$ cat config.mk
export PLATFORM = sky130hd
export DESIGN_NAME = debug_chain_master_flat
export DESIGN_NICKNAME = d
export VERILOG_FILES = /design/src/rtl/debug_pkg.sv /design/src/rtl/debug_chain_master_if.sv /design/src/rtl/debug_frame_rx.sv /design/src/rtl/debug_chain_master.sv /design/src/flat_wrapper.sv
export SDC_FILE = /design/constraint.sdc
export NUM_CORES = 1
export LEC_CHECK = 0
export ABC_AREA = 1
export CAP_MARGIN = 20
export CORE_MARGIN = 1
export CORE_UTILIZATION = 42
export DETAILED_ROUTE_END_ITERATION = 8
export PLACE_DENSITY = 0.77
export SYNTH_ARGS = -nofsm -noshare
export SYNTH_HDL_FRONTEND = slang
export SYNTH_SLANG_ARGS = --single-unit
$ cat constraint.sdc
create_clock -name clk -period 9.1 [get_ports clk]
set_clock_uncertainty 0.15 [all_clocks]
set_input_delay 1.365 -clock clk [delete_from_list [all_inputs] [get_ports clk]]
set_output_delay 1.365 -clock clk [all_outputs]
set_load 0.03 [all_outputs]
$ cat src/rtl/debug_pkg.sv
// Shared constants, op codes, state encodings and frame builder for the
// serial debug chain root controller.
package debug_pkg;

    localparam int          SF_BITS         = 144;
    localparam logic [14:0] BROADCAST_ADDR  = 15'h7FFF;
    localparam logic        READ_DIRECTION  = 1'b0;
    localparam logic        WRITE_DIRECTION = 1'b1;
    localparam logic [7:0]  READ_CMD_IDENT  = 8'h00;

    typedef enum logic [1:0] {
        OP_ENUM  = 2'd0,
        OP_READ  = 2'd1,
        OP_WRITE = 2'd2,
        OP_RSVD  = 2'd3
    } op_e;

    typedef enum logic [2:0] {
        ST_IDLE,
        ST_PRE,
        ST_SHIFT,
        ST_WAIT,
        ST_DONE
    } state_e;

    // Frame layout: [0] direction, [15:1] address, [143:16] payload.
    function automatic logic [SF_BITS-1:0] build_frame(input op_e         op,
                                                       input logic [14:0]  addr,
                                                       input logic [127:0] data);
        logic [SF_BITS-1:0] f;
        f = '0;
        case (op)
            OP_ENUM: begin
                f[15:1] = BROADCAST_ADDR;
                f[0]    = READ_DIRECTION;
            end
            OP_READ: begin
                f[23:16] = data[7:0];
                f[15:1]  = addr;
                f[0]     = READ_DIRECTION;
            end
            OP_WRITE: begin
                f[143:16] = data;
                f[15:1]   = addr;
                f[0]      = WRITE_DIRECTION;
            end
            default: f = '0;
        endcase
        return f;
    endfunction

endpackage

$ cat src/rtl/debug_chain_master_if.sv
// Command/response handshake between the debug host logic and the chain master.
interface debug_chain_master_if;
    import debug_pkg::*;

    logic         cmd_valid;
    logic         cmd_ready;
    op_e          cmd_op;
    logic [14:0]  cmd_addr;
    logic [127:0] cmd_data;
    logic         rsp_valid;
    logic [127:0] rsp_data;
    logic         rsp_err;
    logic         rsp_timeout;

    modport master (
        output cmd_valid, cmd_op, cmd_addr, cmd_data,
        input  cmd_ready, rsp_valid, rsp_data, rsp_err, rsp_timeout
    );

    modport slave (
        input  cmd_valid, cmd_op, cmd_addr, cmd_data,
        output cmd_ready, rsp_valid, rsp_data, rsp_err, rsp_timeout
    );

endinterface

$ cat src/rtl/debug_frame_rx.sv
// Return-frame receiver: synchronizes rx_clk/rx_data, waits for the first
// falling edge after arming, then shifts in one bit per rising edge.
module debug_frame_rx
    import debug_pkg::*;
#(
    parameter int SYNC_STAGES = 3
) (
    input  logic               clk,
    input  logic               rst,
    input  logic               arm,
    input  logic               rx_data,
    input  logic               rx_clk,
    output logic               done,
    output logic [SF_BITS-1:0] frame
);

    localparam logic [7:0] LAST_BIT = 8'(SF_BITS - 1);

    logic [SYNC_STAGES-1:0] clk_sync_q, data_sync_q;
    logic                   clk_prev_q;
    logic                   armed_q, armed_d;
    logic                   started_q, started_d;
    logic                   done_q, done_d;
    logic [7:0]             count_q, count_d;
    logic [SF_BITS-1:0]     shreg_q, shreg_d;
    logic                   clk_s, data_s, fall, rise;

    assign clk_s  = clk_sync_q[SYNC_STAGES-1];
    assign data_s = data_sync_q[SYNC_STAGES-1];
    assign fall   = clk_prev_q & ~clk_s;
    assign rise   = ~clk_prev_q & clk_s;

    always_comb begin
        armed_d   = armed_q;
        started_d = started_q;
        done_d    = done_q;
        count_d   = count_q;
        shreg_d   = shreg_q;
        if (arm) begin
            armed_d   = 1'b1;
            started_d = 1'b0;
            done_d    = 1'b0;
            count_d   = 8'd0;
        end else if (armed_q && !started_q && fall) begin
            started_d = 1'b1;
        end else if (started_q && rise) begin
            shreg_d = {shreg_q[SF_BITS-2:0], data_s};
            count_d = count_q + 8'd1;
            if (count_q == LAST_BIT) begin
                done_d    = 1'b1;
                armed_d   = 1'b0;
                started_d = 1'b0;
            end
        end
    end

    always_ff @(posedge clk or posedge rst) begin
        if (rst) begin
            clk_sync_q  <= '0;
            data_sync_q <= '0;
            clk_prev_q  <= 1'b0;
            armed_q     <= 1'b0;
            started_q   <= 1'b0;
            done_q      <= 1'b0;
            count_q     <= 8'd0;
        end else begin
            clk_sync_q  <= {clk_sync_q[SYNC_STAGES-2:0], rx_clk};
            data_sync_q <= {data_sync_q[SYNC_STAGES-2:0], rx_data};
            clk_prev_q  <= clk_s;
            armed_q     <= armed_d;
            started_q   <= started_d;
            done_q      <= done_d;
            count_q     <= count_d;
        end
    end

    // Capture register is pure data; the done flag qualifies it.
    always_ff @(posedge clk) begin
        shreg_q <= shreg_d;
    end

    assign done  = done_q;
    assign frame = shreg_q;

endmodule

$ cat src/rtl/debug_chain_master.sv
// Root controller of the looped serial debug chain: serializes one 144-bit
// command frame per request and reports the frame that comes back.
module debug_chain_master
    import debug_pkg::*;
#(
    parameter logic [31:0] TIMEOUT_CYCLES = 32'd4000000,
    parameter int          SYNC_STAGES    = 3
) (
    input  logic                 clk,
    input  logic                 rst,
    input  logic [7:0]           prescaler,
    debug_chain_master_if.slave  bus,
    output logic [14:0]          node_count,
    output logic                 enumerated,
    output logic                 tx_data,
    output logic                 tx_clk,
    input  logic                 rx_data,
    input  logic                 rx_clk
);

    localparam logic [7:0] LAST_BIT = 8'(SF_BITS - 1);

    state_e             state_q, state_d;
    op_e                op_q, op_d;
    logic [7:0]         p_q, p_d;
    logic [7:0]         cnt_q, cnt_d;
    logic [7:0]         bit_q, bit_d;
    logic [31:0]        tmo_q, tmo_d;
    logic [SF_BITS-1:0] frame_q, frame_d;
    logic               tx_clk_q, tx_clk_d;
    logic               tx_data_q, tx_data_d;
    logic               rsp_valid_q, rsp_valid_d;
    logic [127:0]       rsp_data_q, rsp_data_d;
    logic               rsp_err_q, rsp_err_d;
    logic               rsp_timeout_q, rsp_timeout_d;
    logic [14:0]        node_count_q, node_count_d;
    logic               enumerated_q, enumerated_d;
    logic               arm, reject;
    logic               rx_done;
    logic [SF_BITS-1:0] rx_frame;

    // Half-period below 2 clocks would starve the node-side synchronizers.
    function automatic logic [7:0] clamp_prescaler(input logic [7:0] p);
        return (p < 8'd2) ? 8'd2 : p;
    endfunction

    assign reject = (bus.cmd_op == OP_RSVD) ||
                    ((bus.cmd_op != OP_ENUM) &&
                     (!enumerated_q || (bus.cmd_addr >= node_count_q)));

    always_comb begin
        state_d       = state_q;
        op_d          = op_q;
        p_d           = p_q;
        cnt_d         = cnt_q;
        bit_d         = bit_q;
        tmo_d         = tmo_q;
        frame_d       = frame_q;
        tx_clk_d      = tx_clk_q;
        tx_data_d     = tx_data_q;
        rsp_valid_d   = 1'b0;
        rsp_data_d    = rsp_data_q;
        rsp_err_d     = rsp_err_q;
        rsp_timeout_d = rsp_timeout_q;
        node_count_d  = node_count_q;
        enumerated_d  = enumerated_q;
        arm           = 1'b0;

        case (state_q)
            ST_IDLE: begin
                if (bus.cmd_valid) begin
                    if (reject) begin
                        state_d       = ST_DONE;
                        rsp_valid_d   = 1'b1;
                        rsp_err_d     = 1'b1;
                        rsp_timeout_d = 1'b0;
                        rsp_data_d    = '0;
                    end else begin
                        state_d  = ST_PRE;
                        op_d     = bus.cmd_op;
                        p_d      = clamp_prescaler(prescaler);
                        frame_d  = build_frame(bus.cmd_op, bus.cmd_addr, bus.cmd_data);
                        cnt_d    = 8'd0;
                        tx_clk_d = 1'b1;
                        arm      = 1'b1;
                    end
                end
            end
            ST_PRE: begin
                if (cnt_q == p_q - 8'd1) begin
                    state_d   = ST_SHIFT;
                    cnt_d     = 8'd0;
                    bit_d     = 8'd0;
                    tx_clk_d  = 1'b0;
                    tx_data_d = frame_q[SF_BITS-1];
                    frame_d   = {frame_q[SF_BITS-2:0], 1'b0};
                end else begin
                    cnt_d = cnt_q + 8'd1;
                end
            end
            ST_SHIFT: begin
                if (cnt_q != p_q - 8'd1) begin
                    cnt_d = cnt_q + 8'd1;
                end else begin
                    cnt_d = 8'd0;
                    if (!tx_clk_q) begin
                        tx_clk_d = 1'b1;
                    end else if (bit_q == LAST_BIT) begin
                        state_d = ST_WAIT;
                        tmo_d   = 32'd0;
                    end else begin
                        tx_clk_d  = 1'b0;
                        tx_data_d = frame_q[SF_BITS-1];
                        frame_d   = {frame_q[SF_BITS-2:0], 1'b0};
                        bit_d     = bit_q + 8'd1;
                    end
                end
            end
            ST_WAIT: begin
                if (rx_done) begin
                    state_d       = ST_DONE;
                    rsp_valid_d   = 1'b1;
                    rsp_err_d     = 1'b0;
                    rsp_timeout_d = 1'b0;
                    rsp_data_d    = rx_frame[SF_BITS-1:16];
                    if (op_q == OP_ENUM) begin
                        node_count_d = rx_frame[30:16];
                        enumerated_d = 1'b1;
                    end
                end else if (tmo_q == TIMEOUT_CYCLES - 32'd1) begin
                    state_d       = ST_DONE;
                    rsp_valid_d   = 1'b1;
                    rsp_err_d     = 1'b0;
                    rsp_timeout_d = 1'b1;
                    rsp_data_d    = '0;
                    if (op_q == OP_ENUM) enumerated_d = 1'b0;
                end else begin
                    tmo_d = tmo_q + 32'd1;
                end
            end
            ST_DONE: state_d = ST_IDLE;
            default: state_d = ST_IDLE;
        endcase
    end

    always_ff @(posedge clk or posedge rst) begin
        if (rst) begin
            state_q       <= ST_IDLE;
            op_q          <= OP_ENUM;
            p_q           <= 8'd2;
            cnt_q         <= 8'd0;
            bit_q         <= 8'd0;
            tmo_q         <= 32'd0;
            tx_clk_q      <= 1'b1;
            tx_data_q     <= 1'b0;
            rsp_valid_q   <= 1'b0;
            rsp_data_q    <= '0;
            rsp_err_q     <= 1'b0;
            rsp_timeout_q <= 1'b0;
            node_count_q  <= 15'd0;
            enumerated_q  <= 1'b0;
        end else begin
            state_q       <= state_d;
            op_q          <= op_d;
            p_q           <= p_d;
            cnt_q         <= cnt_d;
            bit_q         <= bit_d;
            tmo_q         <= tmo_d;
            tx_clk_q      <= tx_clk_d;
            tx_data_q     <= tx_data_d;
            rsp_valid_q   <= rsp_valid_d;
            rsp_data_q    <= rsp_data_d;
            rsp_err_q     <= rsp_err_d;
            rsp_timeout_q <= rsp_timeout_d;
            node_count_q  <= node_count_d;
            enumerated_q  <= enumerated_d;
        end
    end

    always_ff @(posedge clk) begin
        frame_q <= frame_d;
    end

    debug_frame_rx #(
        .SYNC_STAGES (SYNC_STAGES)
    ) u_rx (
        .clk     (clk),
        .rst     (rst),
        .arm     (arm),
        .rx_data (rx_data),
        .rx_clk  (rx_clk),
        .done    (rx_done),
        .frame   (rx_frame)
    );

    assign bus.cmd_ready   = (state_q == ST_IDLE);
    assign bus.rsp_valid   = rsp_valid_q;
    assign bus.rsp_data    = rsp_data_q;
    assign bus.rsp_err     = rsp_err_q;
    assign bus.rsp_timeout = rsp_timeout_q;
    assign node_count      = node_count_q;
    assign enumerated      = enumerated_q;
    assign tx_clk          = tx_clk_q;
    assign tx_data         = tx_data_q;

endmodule

$ cat src/flat_wrapper.sv
// flat-port wrapper written by rule: the top's interface ports become plain ports
module debug_chain_master_flat import debug_pkg::*;
#(
    parameter logic [31:0] TIMEOUT_CYCLES = 32'd4000000,
    parameter int          SYNC_STAGES    = 3
)
  (clk, rst, prescaler, node_count, enumerated, tx_data, tx_clk, rx_data, rx_clk, bus_cmd_valid, bus_cmd_op, bus_cmd_addr, bus_cmd_data, bus_cmd_ready, bus_rsp_valid, bus_rsp_data, bus_rsp_err, bus_rsp_timeout);
  debug_chain_master_if bus_i ();
  input  logic clk;
  input  logic rst;
  input  logic [7:0] prescaler;
  output logic [14:0] node_count;
  output logic enumerated;
  output logic tx_data;
  output logic tx_clk;
  input  logic rx_data;
  input  logic rx_clk;
  input wire logic [$bits(bus_i.cmd_valid)-1:0] bus_cmd_valid;
  input wire logic [$bits(bus_i.cmd_op)-1:0] bus_cmd_op;
  input wire logic [$bits(bus_i.cmd_addr)-1:0] bus_cmd_addr;
  input wire logic [$bits(bus_i.cmd_data)-1:0] bus_cmd_data;
  output wire logic [$bits(bus_i.cmd_ready)-1:0] bus_cmd_ready;
  output wire logic [$bits(bus_i.rsp_valid)-1:0] bus_rsp_valid;
  output wire logic [$bits(bus_i.rsp_data)-1:0] bus_rsp_data;
  output wire logic [$bits(bus_i.rsp_err)-1:0] bus_rsp_err;
  output wire logic [$bits(bus_i.rsp_timeout)-1:0] bus_rsp_timeout;
  assign bus_i.cmd_valid = bus_cmd_valid;
  assign bus_i.cmd_op = bus_cmd_op;
  assign bus_i.cmd_addr = bus_cmd_addr;
  assign bus_i.cmd_data = bus_cmd_data;
  assign bus_cmd_ready = bus_i.cmd_ready;
  assign bus_rsp_valid = bus_i.rsp_valid;
  assign bus_rsp_data = bus_i.rsp_data;
  assign bus_rsp_err = bus_i.rsp_err;
  assign bus_rsp_timeout = bus_i.rsp_timeout;
  debug_chain_master #(.TIMEOUT_CYCLES(TIMEOUT_CYCLES), .SYNC_STAGES(SYNC_STAGES)) u_core (.clk(clk), .rst(rst), .prescaler(prescaler), .bus(bus_i), .node_count(node_count), .enumerated(enumerated), .tx_data(tx_data), .tx_clk(tx_clk), .rx_data(rx_data), .rx_clk(rx_clk));
endmodule
* Word level (Yosys, flattened, before mapping) *
Index checks and enable logic that the tools add are counted.

word-level totals
  input bits = 158
  output and inout bits = 150
  register bits = 516
  logic and storage cells = 184

operators by class
  bitwise operators = 7
  muxes and demuxes = 88
  equality and inequality tests = 23
  $lt $le $gt $ge = 2
  add/sub/neg operators = 5
  reductions and logical operators = 36

operators by type and width
  cell                   count
  $mux 144               6
  $mux 128               4
  $pmux 144 s3           1
  $pmux 128 s2           1
  $mux 32                5
  $mux 120               1
  $mux 8                 13
  $pmux 32 s2            1
  $pmux 16 s3            1
  $mux 1                 39
  $add 32x1->32 const B  1
  $eq 32x22->1 const B   1
  $add 8x1->8 const B    3
  $mux 3                 8
  $pmux 8 s3             1
  $reduce_and 3->1       6
  $eq 8x8->1 const B     2
  $pmux 8 s2             1
  $ge 15x15->1           1
  $reduce_bool 2->1      7
  $ne 2x2->1 const B     6
  $pmux 3 s4             1
  $reduce_and 6->1       2
  $ne 2x1->1 const B     5
  24 further kinds       44

* Depth between registers and ports, before layout *
Gate-level depths: netlist (run 1).

  depth after elaboration = 9
  depth in mapped cells = 16
  depth with buffers taken out = 15

* By module *
From an unflattened synthesis (run 1), not the netlist that was laid out.

unflattened totals
  cells, all modules = 2141
  area, all modules = 21687.0 um2

modules (own cells, without submodules)
  module              cells an instance  times used  seq. area each (um2)  area each (um2)
  debug_chain_master  1911               1           9581.7                16543.4
  debug_frame_rx      230                1           4774.6                5143.7

* Worst setup path after synthesis (run 1) *
Ideal clock, no wire load.

  path type = input -> register
  from = input port bus_cmd_addr[14]
  to = register u_core.frame_q[0] (enable)
  library setup time = 651 ps
  stages = 11
  path buffers = 0
  slack = -190 ps
  required time = 8299 ps
  arrival time = 8490 ps
  cell sequence = ha_1 nand2_1 nand3b_1 o21bai_1 nor2_1 nand3_1 nand2_1 nand2_1 nand2_1 nand2_1 nor2_1

between the ends
  longest elaborated chain between the ends = 6

RTL lines
  what                        line                       source
  start: declaration          flat_wrapper.sv:20         input wire logic [$bits(bus_i.cmd_addr)-1:0] bus_cmd_addr;
  $ge 15x15->1                debug_chain_master.sv:49   (!enumerated_q || (bus.cmd_addr >= node_count_q)));
  $logic_or 1x1->1            debug_chain_master.sv:49
  $logic_and 1x1->1           debug_chain_master.sv:48   ((bus.cmd_op != OP_ENUM) &&
  $logic_or 1x1->1            debug_chain_master.sv:47   assign reject = (bus.cmd_op == OP_RSVD) ||
  $ne 2x2->1 (no line)        n/a
  $reduce_and 7->1 (no line)  n/a
  end signal: assignment      debug_chain_master.sv:181  frame_q <= frame_d;
  end: declaration            debug_chain_master.sv:29   logic [SF_BITS-1:0] frame_q, frame_d;

No other way between the ends.
A chain may end at the register's enable or synchronous reset.

* Final worst setup path (run 1) *
  from = input port bus_cmd_op[0]
  to = register u_core.frame_q[123] (enable)

between the ends
  longest elaborated chain between the ends = 5
  elaborated cells on any way between the ends = 6
  those cells by class = 2 x eq/ne; 4 x reduce/logical

RTL lines
  what                          line                      source
  start: declaration            flat_wrapper.sv:19        input wire logic [$bits(bus_i.cmd_op)-1:0] bus_cmd_op;
  $reduce_bool 2->1             debug_chain_master.sv:48
  $logic_and 1x1->1             debug_chain_master.sv:48
  $logic_or 1x1->1 *            debug_chain_master.sv:47
  $ne 2x2->1 (no line) *        n/a
  $reduce_and 7->1 (no line) *  n/a

Every way passes the cells marked *; elsewhere a longest branch is shown, timed or not.

==> summary.txt, run 1 <==
STA
  – Slew HR: 0.3263
  – Highest Clock Rate: roughly 0.2 GHz
  – Final Hold Violating Endpoints: 0
  – Setup TNS: 0 ns
  – Fin crit share: 0.5564
  – Unrepaired setup endpoints after global routing: false
  – Setup violation total in the final timing report: 0
  – Worst Tran Pin Value: just over 1 ns
  – Slew Viols, Final: 0
  – Fin crit period: 5.064 ns

Setup path
  – Worst reg2reg path endpoint: u_core.frame_q[123]
  – Worst EP arrival: 5.13 ns
  – CP Launch Type: input port
  – Critical Path Start: bus_cmd_op[0]
  – Crit path to: u_core.frame_q[123]
  – Worst Setup Path Type: input port to flop
  – CP max FO: 68
  – Register-to-Register Path Depth: 15
  – R2r setup slk: about 4.5 ns
  – Critical path required time: about 9 ns
  – RR Startpoint: u_core.p_q[0]
  – Endpoint class of the critical path: flop

Clock network
  – Root buffer cell: clkbuf_16
  – Maximum clock path buffer count: 3
  – CTS Buf Count: 53
  – # hold bufs at CTS: 0
  – Clock sink count: approximately 520
  – CTS tree: built
  – Worst-Skew Late Latency: just over 0.6 ns
  – CTS resizes: 0
  – Clk slew on worst S/H paths: approximately 0.06 ns
  – Setup bufs post-CTS: 0
  – H-Tree Depth: 2

Drt
  – Detailed Route Iter0 Violations: approximately 1300
  – Drt pass-1 iters: 7
  – Via density: around 5.0
  – Post-DRT Antenna Nets: 0
  – Routed len/inst: between 15 and 20 um
  – Drt drc: 0
  – DR vias: 15865
  – Total wire length: roughly 54 mm

Global routing
  – Grt ovf: 0
  – First-pass GRT wire length: 85.10 mm
  – Largest net degree at the start of global routing: 132
  – Initial antenna violation count: 5
  – Total GRT Usage: 0.2041
  – Vias in the first global route: ~16000

Min path
  – Hold path depth: 0
  – Min-delay src: u_core.u_rx.clk_sync_q[1]
  – Worst min path class: flop to flop

Cells and area
  – Synthesis-to-finish area growth: 26.06%
  – Share of cells above drive strength 1: 0.05878
  – Finished Core Util: 0.5354
  – Nets@finish: ~2600

Yosys
  – Post-synth EDFFs: around 290
  – Post-Syn Area per Cell: between 10 and 15 um^2
  – Syn Inst Count: between 2000 and 2500
  – Syn_nets: 2343
  – Unique masters post-synth: 42
  – Seq/Total Area, Yosys: 0.6589
  – Post-synthesis cell area: between 20000 and 25000 um^2
  – Number of synthesized register bits: ~520
  – Top FF cell, synth: edfxtp_1
  – Asr flop ratio synth: 0.4419
  – Synth warn: 0

Outcome
  – Status: finished, final reports clean

Power
  – Leakage: 11.06 nW
  – Power density cells: 251.4 nW/um^2
  – Worst vdd ir: 0.1657 mV

Floorplanning
  – Core Box Area: between 50000 and 60000 um^2
  – Initial core utilization: 0.4247
  – Num rows: slightly above 80
  – Chip height: 229.8 um
  – I/O pin count: 308
  – Die Wd: 229.8 um
  – DIE AREA: roughly 53000 um^2

Place
  – Final GP Congestion: 0.8678
  – Port bufs: between 300 and 400
  – HPWL Detailed: between 30 and 40 mm

Job
  – MaxCap Viol Count: 0
==> sequential cells by signal (all words and copies together) (netlist names), 2 cells and up <==
name,cells
u_core.bus.rsp_data,128
u_core.op_q,2
u_core.frame_q,144
u_core.bit_q,8
u_core.p_q,8
u_core.u_rx.frame,144
u_core.cnt_q,8
u_core.state_q,3
u_core.tmo_q,32
u_core.u_rx.clk_sync_q,3
u_core.u_rx.data_sync_q,3
u_core.node_count,15
u_core.u_rx.count_q,8
==> power breakdown <==
group	internal (mW)	switching, mW
combinational	0.317	0.897
sequential	3.05	0.166
clock	1.51	0.965
==> synth_stat cells (5+ instances only) <==
cell	n	area (um^2)
mux2_1	9	101.4
mux2_2	6	67.56
nand4_1	14	87.58
clkbuf_1	51	191.4
a21oi_1	22	110.1
xor2_1	27	236.5
ha_1	26	325.3
o21ai_1	11	55.05
nand3_1	75	375.4
inv_1	102	382.9
or2_2	5	31.28
nand2_1	904	3393
buf_2	29	145.1
buf_6	12	135.1
o21ai_0	165	825.8
o211ai_1	6	45.04
nand3b_1	6	45.04
nor3_1	27	135.1
inv_2	7	26.28
edfxtp_1	288	8648
xnor2_1	11	96.34
dfrtp_1	226	5655
nor2_1	99	371.6
==> per-stage QoR <==
stage	cells	power, mW	instance area (um^2)	setup WS, ns	hold WS (ns)
floorplan	2159	4.163	21790	1.340	0.1812
global placement	3062	4.409	25370	3.093	0.1840
detailed placement	3062	4.459	25370	2.946	0.1873
CTS	3162	6.954	27420	3.610	0.2024
global route	3166	7.233	27470	3.740	0.2067
finish	3167	6.906	27470	4.036	0.1991
==> cells by family after synthesis <==
family                   after synthesis  synth area share
AND/OR/NAND/NOR                     1150            0.2120
flip-flops                           516            0.6589
AO/OA/AOI/OAI                        209           0.04973
buffers and inverters                205           0.04146
XOR/XNOR                              38           0.01527
adder cells (fa/ha/maj)               26           0.01493
multiplexers                          15          0.007752
==> cells in the final DEF, fill, tap and decap left out, types with 6 or more instances in the layout <==
cell and count:
buf_4 12, nor3_1 27, dfrtp_1 226, clkbuf_16 55, nand4_1 14, nand3_1 75
o21ai_1 11, o21ai_0 165, o211ai_1 6, nand2_1 903, edfxtp_1 288, ha_1 25
mux2_2 6, mux2_1 9, a21oi_1 21, nand3b_1 6, nor2_1 97, inv_2 7
bufinv_16 12, clkbuf_8 6, xor2_1 27, clkbuf_1 7, xnor2_1 11, clkdlybuf4s50_1 307
inv_1 100
==> worst min path at each step <==
stage	to	slack (ns)
after floorplan	u_core.u_rx.clk_sync_q[1]	0.18
after global placement	u_core.u_rx.data_sync_q[1]	0.18
after detailed placement	u_core.u_rx.data_sync_q[2]	0.19
after CTS	u_core.u_rx.data_sync_q[2]	0.20
after global routing	u_core.u_rx.data_sync_q[2]	0.21
final	u_core.u_rx.clk_sync_q[2]	0.20
==> layout make-up <==
| cell class | instances | area, um^2 |
|---|---|---|
| Fill cell | 4347 | 23830 |
| Sequential cell | 516 | 14360 |
| Multi-Input combinational cell | 1438 | 6576 |
| Timing Repair Buffer | 321 | 3206 |
| Clock buffer | 68 | 1485 |
| Tap cell | 680 | 850.8 |
| Clock inverter | 32 | 564.3 |
| Inverter | 109 | 421.7 |
| Antenna cell | 3 | 7.507 |
==> layer usage <==
metal / GRT usage / wire, um
met5: 0 / 23
met4: 0.06726 / 1642
met3: 0.05246 / 3791
met2: 0.3271 / 25130
met1: 0.2705 / 23480
==> worst max-delay path: stages <==
cell and delay (ns):
clkdlybuf4s50_1 0.48, inv_1 0.19, ha_1 0.70, inv_1 0.09
nand2_1 0.16, nand2_1 0.08, nand2_1 0.10, nand2_1 0.23
nor2_4 0.83, buf_4 0.81
Note: power is estimated with default switching activity, not from simulation.
==> run 2, diff against run 1 <==
--- a/config.mk
+++ b/config.mk
@@ -10,7 +10,7 @@
 export CORE_MARGIN = 1
 export CORE_UTILIZATION = 42
 export DETAILED_ROUTE_END_ITERATION = 8
-export PLACE_DENSITY = 0.77
+export PLACE_DENSITY = 0.74
 export SYNTH_ARGS = -nofsm -noshare
 export SYNTH_HDL_FRONTEND = slang
 export SYNTH_SLANG_ARGS = --single-unit
==> constraint.sdc (replaced) <==
create_clock -name clk -period 4.95 [get_ports clk]
set_clock_uncertainty 0.15 [all_clocks]
set_input_delay 0.7425 -clock clk [delete_from_list [all_inputs] [get_ports clk]]
set_output_delay 0.7425 -clock clk [all_outputs]
set_load 0.03 [all_outputs]
==> run 2 against run 1 <==
  * Final cell count grew 0.32%
  * Power grew 77%
  * Sequential power is 83% higher
  * Wire length is 1.3% lower
  * Clock-buffer cell count grew 9
  * Critical endpoint is now u_core.frame_q[4]
  * Highest routed layer unchanged
==> summary.txt, run 2 (synthesized netlist as in run 1, its figures left out) <==
STA
  – Fin crit share: 0.7801
  – Worst Tran Pin Value: slightly above 1 ns
  – Unrepaired setup endpoints after global routing: false
  – Setup TNS: 0 ns
  – Setup violation total in the final timing report: 0
  – Slew HR: 0.3082
  – Highest Clock Rate: 0.2590 GHz
  – Slew Viols, Final: 0
  – Final Hold Violating Endpoints: 0
  – Hold Slack: around 0.20 ns
  – Fin crit period: 3.862 ns

Global routing
  – Initial antenna violation count: 6
  – First-pass GRT wire length: 84.67 mm
  – Total GRT Usage: 0.2022
  – Largest net degree at the start of global routing: between 100 and 150
  – Grt ovf: 0
  – Vias in the first global route: about 16000

Cells and area
  – Commonest non-fill, non-tap cell in the layout: nand2_1
  – Share of cells above drive strength 1: 0.05856
  – Nets@finish: between 2000 and 3000
  – Synthesis-to-finish area growth: 25.25%
  – Most frequent cells in the layout: nand2_1 (903), clkdlybuf4s50_1 (307), edfxtp_1 (288)
  – Fill count: 4467

Setup path
  – Register-to-Register Path Depth: 14
  – Critical path required time: 5.09 ns
  – CP max FO: 37
  – Crit-path slowest cell: nor2_4
  – Endpoint class of the critical path: flop
  – Critical-path cell list: inv_1 > ha_1 > nand2_1 > inv_1 > nor2_1 > nand2_1 > nor2_1 > nand4_1 > nor2_2 > nor2_2 > nor2_8 > nand2_1 > nor2_4 > buf_4
  – Worst Setup Path Type: flop to flop
  – WP depth: 14
  – Worst EP arrival: 4.00 ns
  – Crit path max-delay family: simple AND/OR/NAND/NOR gates
  – Max stage delay on crit path: ~0.6 ns
  – CP Launch Type: flop
  – Most used cell, CP: nand2_1
  – Crit path buffers/inverters: 3

Clock network
  – Clk slew on worst S/H paths: approximately 0.060 ns
  – Maximum clock path buffer count: 3
  – CTS resizes: 0
  – Clock sink count: slightly above 500
  – Worst-Skew Late Latency: 0.59 ns
  – CTS Buf Count: between 50 and 60
  – H-Tree Depth: 2
  – CTS tree: built
  – Setup bufs post-CTS: 0
  – # hold bufs at CTS: 0
  – Root buffer cell: clkbuf_16

Drt
  – Post-DRT Antenna Nets: 0
  – DR vias: 15776
  – Detailed Route Iter0 Violations: around 1300
  – Drt drc: 0
  – Total wire length: 53.37 mm
  – Routed len/inst: 16.80 um
  – Via density: slightly below 5
  – Drt pass-1 iters: 5

Power
  – Leakage: 10.98 nW
  – Worst vdd ir: 0.3297 mV
  – Total power: ~12 mW
  – Power density cells: 446.7 nW/um^2

Place
  – HPWL Detailed: 36.16 mm
  – Port bufs: between 300 and 400
  – Final GP Congestion: 0.8876

Min path
  – Worst min path class: flop to flop
  – Hold path depth: 0

Floorplanning
  – DIE AREA: 52790 um^2
  – Chip height: between 200 and 250 um
  – Initial core utilization: 0.4247
  – Die Wd: 229.8 um
  – Core Box Area: 51300 um^2
  – Num rows: 83
  – I/O pin count: slightly above 300

Job
  – MaxCap Viol Count: 0

Outcome
  – Status: finished, final reports clean
-- run 2: layout make-up --
| type | count | area [um^2] | area share |
|---|---|---|---|
| Antenna cell | 4 | 10.01 | 0.0003668 |
| Inverter | 109 | 416.7 | 0.01527 |
| Timing Repair Buffer | 331 | 3366 | 0.1233 |
| Clock buffer | 77 | 1496 | 0.05483 |
| Clock inverter | 22 | 220.2 | 0.008069 |
| Tap cell | 680 | 850.8 | 0.03117 |
| Sequential cell | 516 | 14360 | 0.5260 |
| Multi-Input combinational cell | 1438 | 6576 | 0.2410 |
-- run 2: through the flow --
stage                     worst slack, ns  cell area (um^2)    util  cells
after CTS                           1.100             27280  0.5318   3173
final                               1.088             27290  0.5320   3177
after global routing               0.9155             27290  0.5319   3175
after global placement             0.9284             25570  0.4983   3074
after detailed placement           0.9155             25570  0.4983   3074
after floorplan                    0.2058             21800       -   2159
-- run 2: worst reg2reg max path, delay by kind of cell, from the launching register on --
family / cells / cell delay, ns
AND/OR/NAND/NOR: 10 / 2.12
flip-flops: 1 / 0.55
buffers and inverters: 3 / 0.47
adder cells (fa/ha/maj): 1 / 0.28
-- run 2: per-layer routing --
| layer | vias to the layer above | routed length (um) | GRT usage |
|---|---|---|---|
| met4 | 4 | 1718 | 0.07243 |
| met2 | 396 | 24750 | 0.3181 |
| met5 | - | 27 | 0 |
| li1 | 7638 | - | - |
| met3 | 103 | 3617 | 0.05184 |
| met1 | 7635 | 23260 | 0.2710 |
-- run 2: final timing paths --
kind                                                   end  slack [ns]                        from
worst max-delay path                     u_core.frame_q[4]        1.09               u_core.p_q[1]
worst max register to register           u_core.frame_q[4]        1.09               u_core.p_q[1]
max in group asynchronous          u_core.bus.rsp_data[38]        3.11                         rst
worst min-delay path            u_core.u_rx.data_sync_q[2]        0.20  u_core.u_rx.data_sync_q[1]
worst min register to register  u_core.u_rx.data_sync_q[2]        0.20  u_core.u_rx.data_sync_q[1]
min in group asynchronous         u_core.bus.rsp_data[109]        0.33                         rst
-- run 2: where the power goes --
group	switching [mW]	leakage (nW)	internal [mW]	total (mW)
Sequential	0.299	5.53	5.59	5.89
Clock	1.67	0.839	2.27	3.93
Combinational	1.67	4.61	0.699	2.37
==> run 3, diff against run 2 <==
--- a/config.mk
+++ b/config.mk
@@ -10,7 +10,7 @@
 export CORE_MARGIN = 1
 export CORE_UTILIZATION = 42
 export DETAILED_ROUTE_END_ITERATION = 8
-export PLACE_DENSITY = 0.74
+export PLACE_DENSITY = 0.77
 export SYNTH_ARGS = -nofsm -noshare
 export SYNTH_HDL_FRONTEND = slang
 export SYNTH_SLANG_ARGS = --single-unit
==> constraint.sdc (replaced) <==
create_clock -name clk -period 3.3 [get_ports clk]
set_clock_uncertainty 0.15 [all_clocks]
set_input_delay 0.495 -clock clk [delete_from_list [all_inputs] [get_ports clk]]
set_output_delay 0.495 -clock clk [all_outputs]
set_load 0.03 [all_outputs]
==> run 3 against run 2 <==
  * Clock power grew 54%
  * Largest cell class unchanged
  * Flip-flop and latch count stayed put
  * Utilization up 0.76 points
  * Non-clock buffer count up 26
  * Worst hold slack got worse by 0.090 ns
==> summary.txt, run 3 (synthesized netlist as in run 1, its figures left out) <==
STA
  – Worst Tran Pin Value: approximately 0.88 ns
  – Fin crit share: 0.9385
  – Slew Viols, Final: 0
  – Setup violation total in the final timing report: 0
  – Fin crit period: between 3 and 4 ns
  – Hold Slack: 0.1067 ns
  – Final Hold Violating Endpoints: 0
  – Setup ws final: 0.2031 ns
  – Setup TNS: 0 ns
  – Unrepaired setup endpoints after global routing: false
  – Highest Clock Rate: between 0.3 and 0.4 GHz
  – Slew HR: 0.4125

Outcome
  – Status: finished, final reports clean

Cells and area
  – Finished Core Util: 0.5396
  – Nets@finish: ~2700
  – Cell Count, Final, Fillers Out: between 3000 and 4000
  – Most frequent cells in the layout: nand2_1 (901), clkdlybuf4s50_1 (307), edfxtp_1 (288)
  – Fill count: 4370
  – Synthesis-to-finish area growth: 27.05%
  – Commonest non-fill, non-tap cell in the layout: nand2_1
  – Design area: 27680 um^2
  – Share of cells above drive strength 1: 0.07711

Floorplanning
  – Initial core utilization: 0.4247
  – I/O pin count: 308
  – DIE AREA: approximately 53000 um^2
  – Num rows: 83
  – Chip height: between 200 and 250 um
  – Die Wd: about 230 um
  – Core Box Area: between 50000 and 60000 um^2

Power
  – Register share of total power: 0.476
  – Worst vdd ir: roughly 0.50 mV
  – Total power: 18.57 mW
  – Pint: roughly 13 mW
  – Comb pwr share: 0.199
  – Power density cells: 670.6 nW/um^2
  – Clk pwr share: 0.326
  – Switching share of total power: 0.2964
  – Leakage: approximately 11 nW
  – Switching power: 5.502 mW

Global routing
  – First-pass GRT wire length: 85.57 mm
  – Largest net degree at the start of global routing: 129
  – Total GRT Usage: 0.2039
  – Vias in the first global route: 16090
  – Initial antenna violation count: 6
  – Grt ovf: 0

Drt
  – DR vias: 15991
  – Total wire length: 53.70 mm
  – Drt drc: 0
  – Post-DRT Antenna Nets: 0
  – Routed len/inst: ~17 um
  – Drt pass-1 iters: 5
  – Detailed Route Iter0 Violations: 1200
  – Via density: between 4 and 5

Clock network
  – Root buffer cell: clkbuf_16
  – Worst-Skew Late Latency: approximately 0.6 ns
  – # hold bufs at CTS: 0
  – CTS resizes: 0
  – Clk slew on worst S/H paths: ~0.06 ns
  – Setup bufs post-CTS: 0
  – CTS tree: built
  – Clock sink count: between 500 and 600
  – H-Tree Depth: 2
  – CTS Buf Count: a little over 50
  – Maximum clock path buffer count: 3

Place
  – Placed cells: slightly above 3000
  – Final GP Congestion: around 0.9
  – HPWL Detailed: ~37 mm
  – Placed instance area: roughly 26000 um^2
  – Pre-CTS setup slack: -0.3040 ns
  – Port bufs: roughly 310

Setup path
  – Worst Setup Path Type: flop to flop
  – Critical path required time: roughly 3.4 ns
  – Worst EP arrival: 3.23 ns
  – Endpoint class of the critical path: flop
  – CP max FO: 44
  – CP Launch Type: flop

Job
  – MaxCap Viol Count: 0

Min path
  – Worst min path class: input port to async pin
run 3: cell type report:
type / count / area [um^2] / share of cell area
diodes: 3 / 7.507 / 0.0002712
clock buffers: 75 / 1446 / 0.05225
clock inverters: 21 / 299.0 / 0.01080
inverters: 109 / 416.7 / 0.01505
multi-input cells: 1438 / 6668 / 0.2408
flip-flops and latches: 516 / 14370 / 0.5192
well taps: 680 / 850.8 / 0.03073
repair buffers: 357 / 3623 / 0.1309
run 3: critical path, stage by stage (launching register included):
cell and delay, ns:
dfrtp_2 0.42, inv_2 0.06, ha_4 0.27, nand2_1 0.07
nor2_1 0.36, buf_4 0.19, nand3_1 0.08, nor2_1 0.09
nand2_1 0.06, nand3_1 0.09, nand2_1 0.10, nand4_1 0.19
nand2_4 0.07, clkinvlp_4 0.27, buf_12 0.28
run 3: power by group through the flow:
stage	Clock, mW	Sequential, mW	Combinational [mW]
2_1_floorplan	0	8.93	2.54
3_3_place_gp	0	8.90	3.57
3_5_place_dp	0	8.94	3.70
4_1_cts	6.14	8.83	3.72
5_1_grt	6.41	8.94	4.13
6_report	6.05	8.83	3.69
run 3: final timing paths:
check / from / end / slack, ns / cells after the start
setup / recovery: u_core.node_count[14] / u_core.u_rx.frame[38] / 0.20 / 14
hold / removal: rst / u_core.bus.rsp_data[110] / 0.11 / 2
setup reg to reg: u_core.node_count[14] / u_core.u_rx.frame[38] / 0.20 / 14
hold reg to reg: u_core.u_rx.data_sync_q[1] / u_core.u_rx.data_sync_q[2] / 0.20 / 0
max in group asynchronous: rst / u_core.node_count[8] / 2.06 / 3
min in group clk: rx_data / u_core.u_rx.data_sync_q[0] / 0.20 / 1
run 3: routing by layer:
metal | track usage | vias to the layer above | part of all wire
li1 | - | 7697 | -
met1 | 0.2660 | 7745 | 0.42
met2 | 0.3317 | 457 | 0.48
met3 | 0.05444 | 86 | 0.076
met4 | 0.06436 | 6 | 0.023
met5 | 0 | - | 0.00067
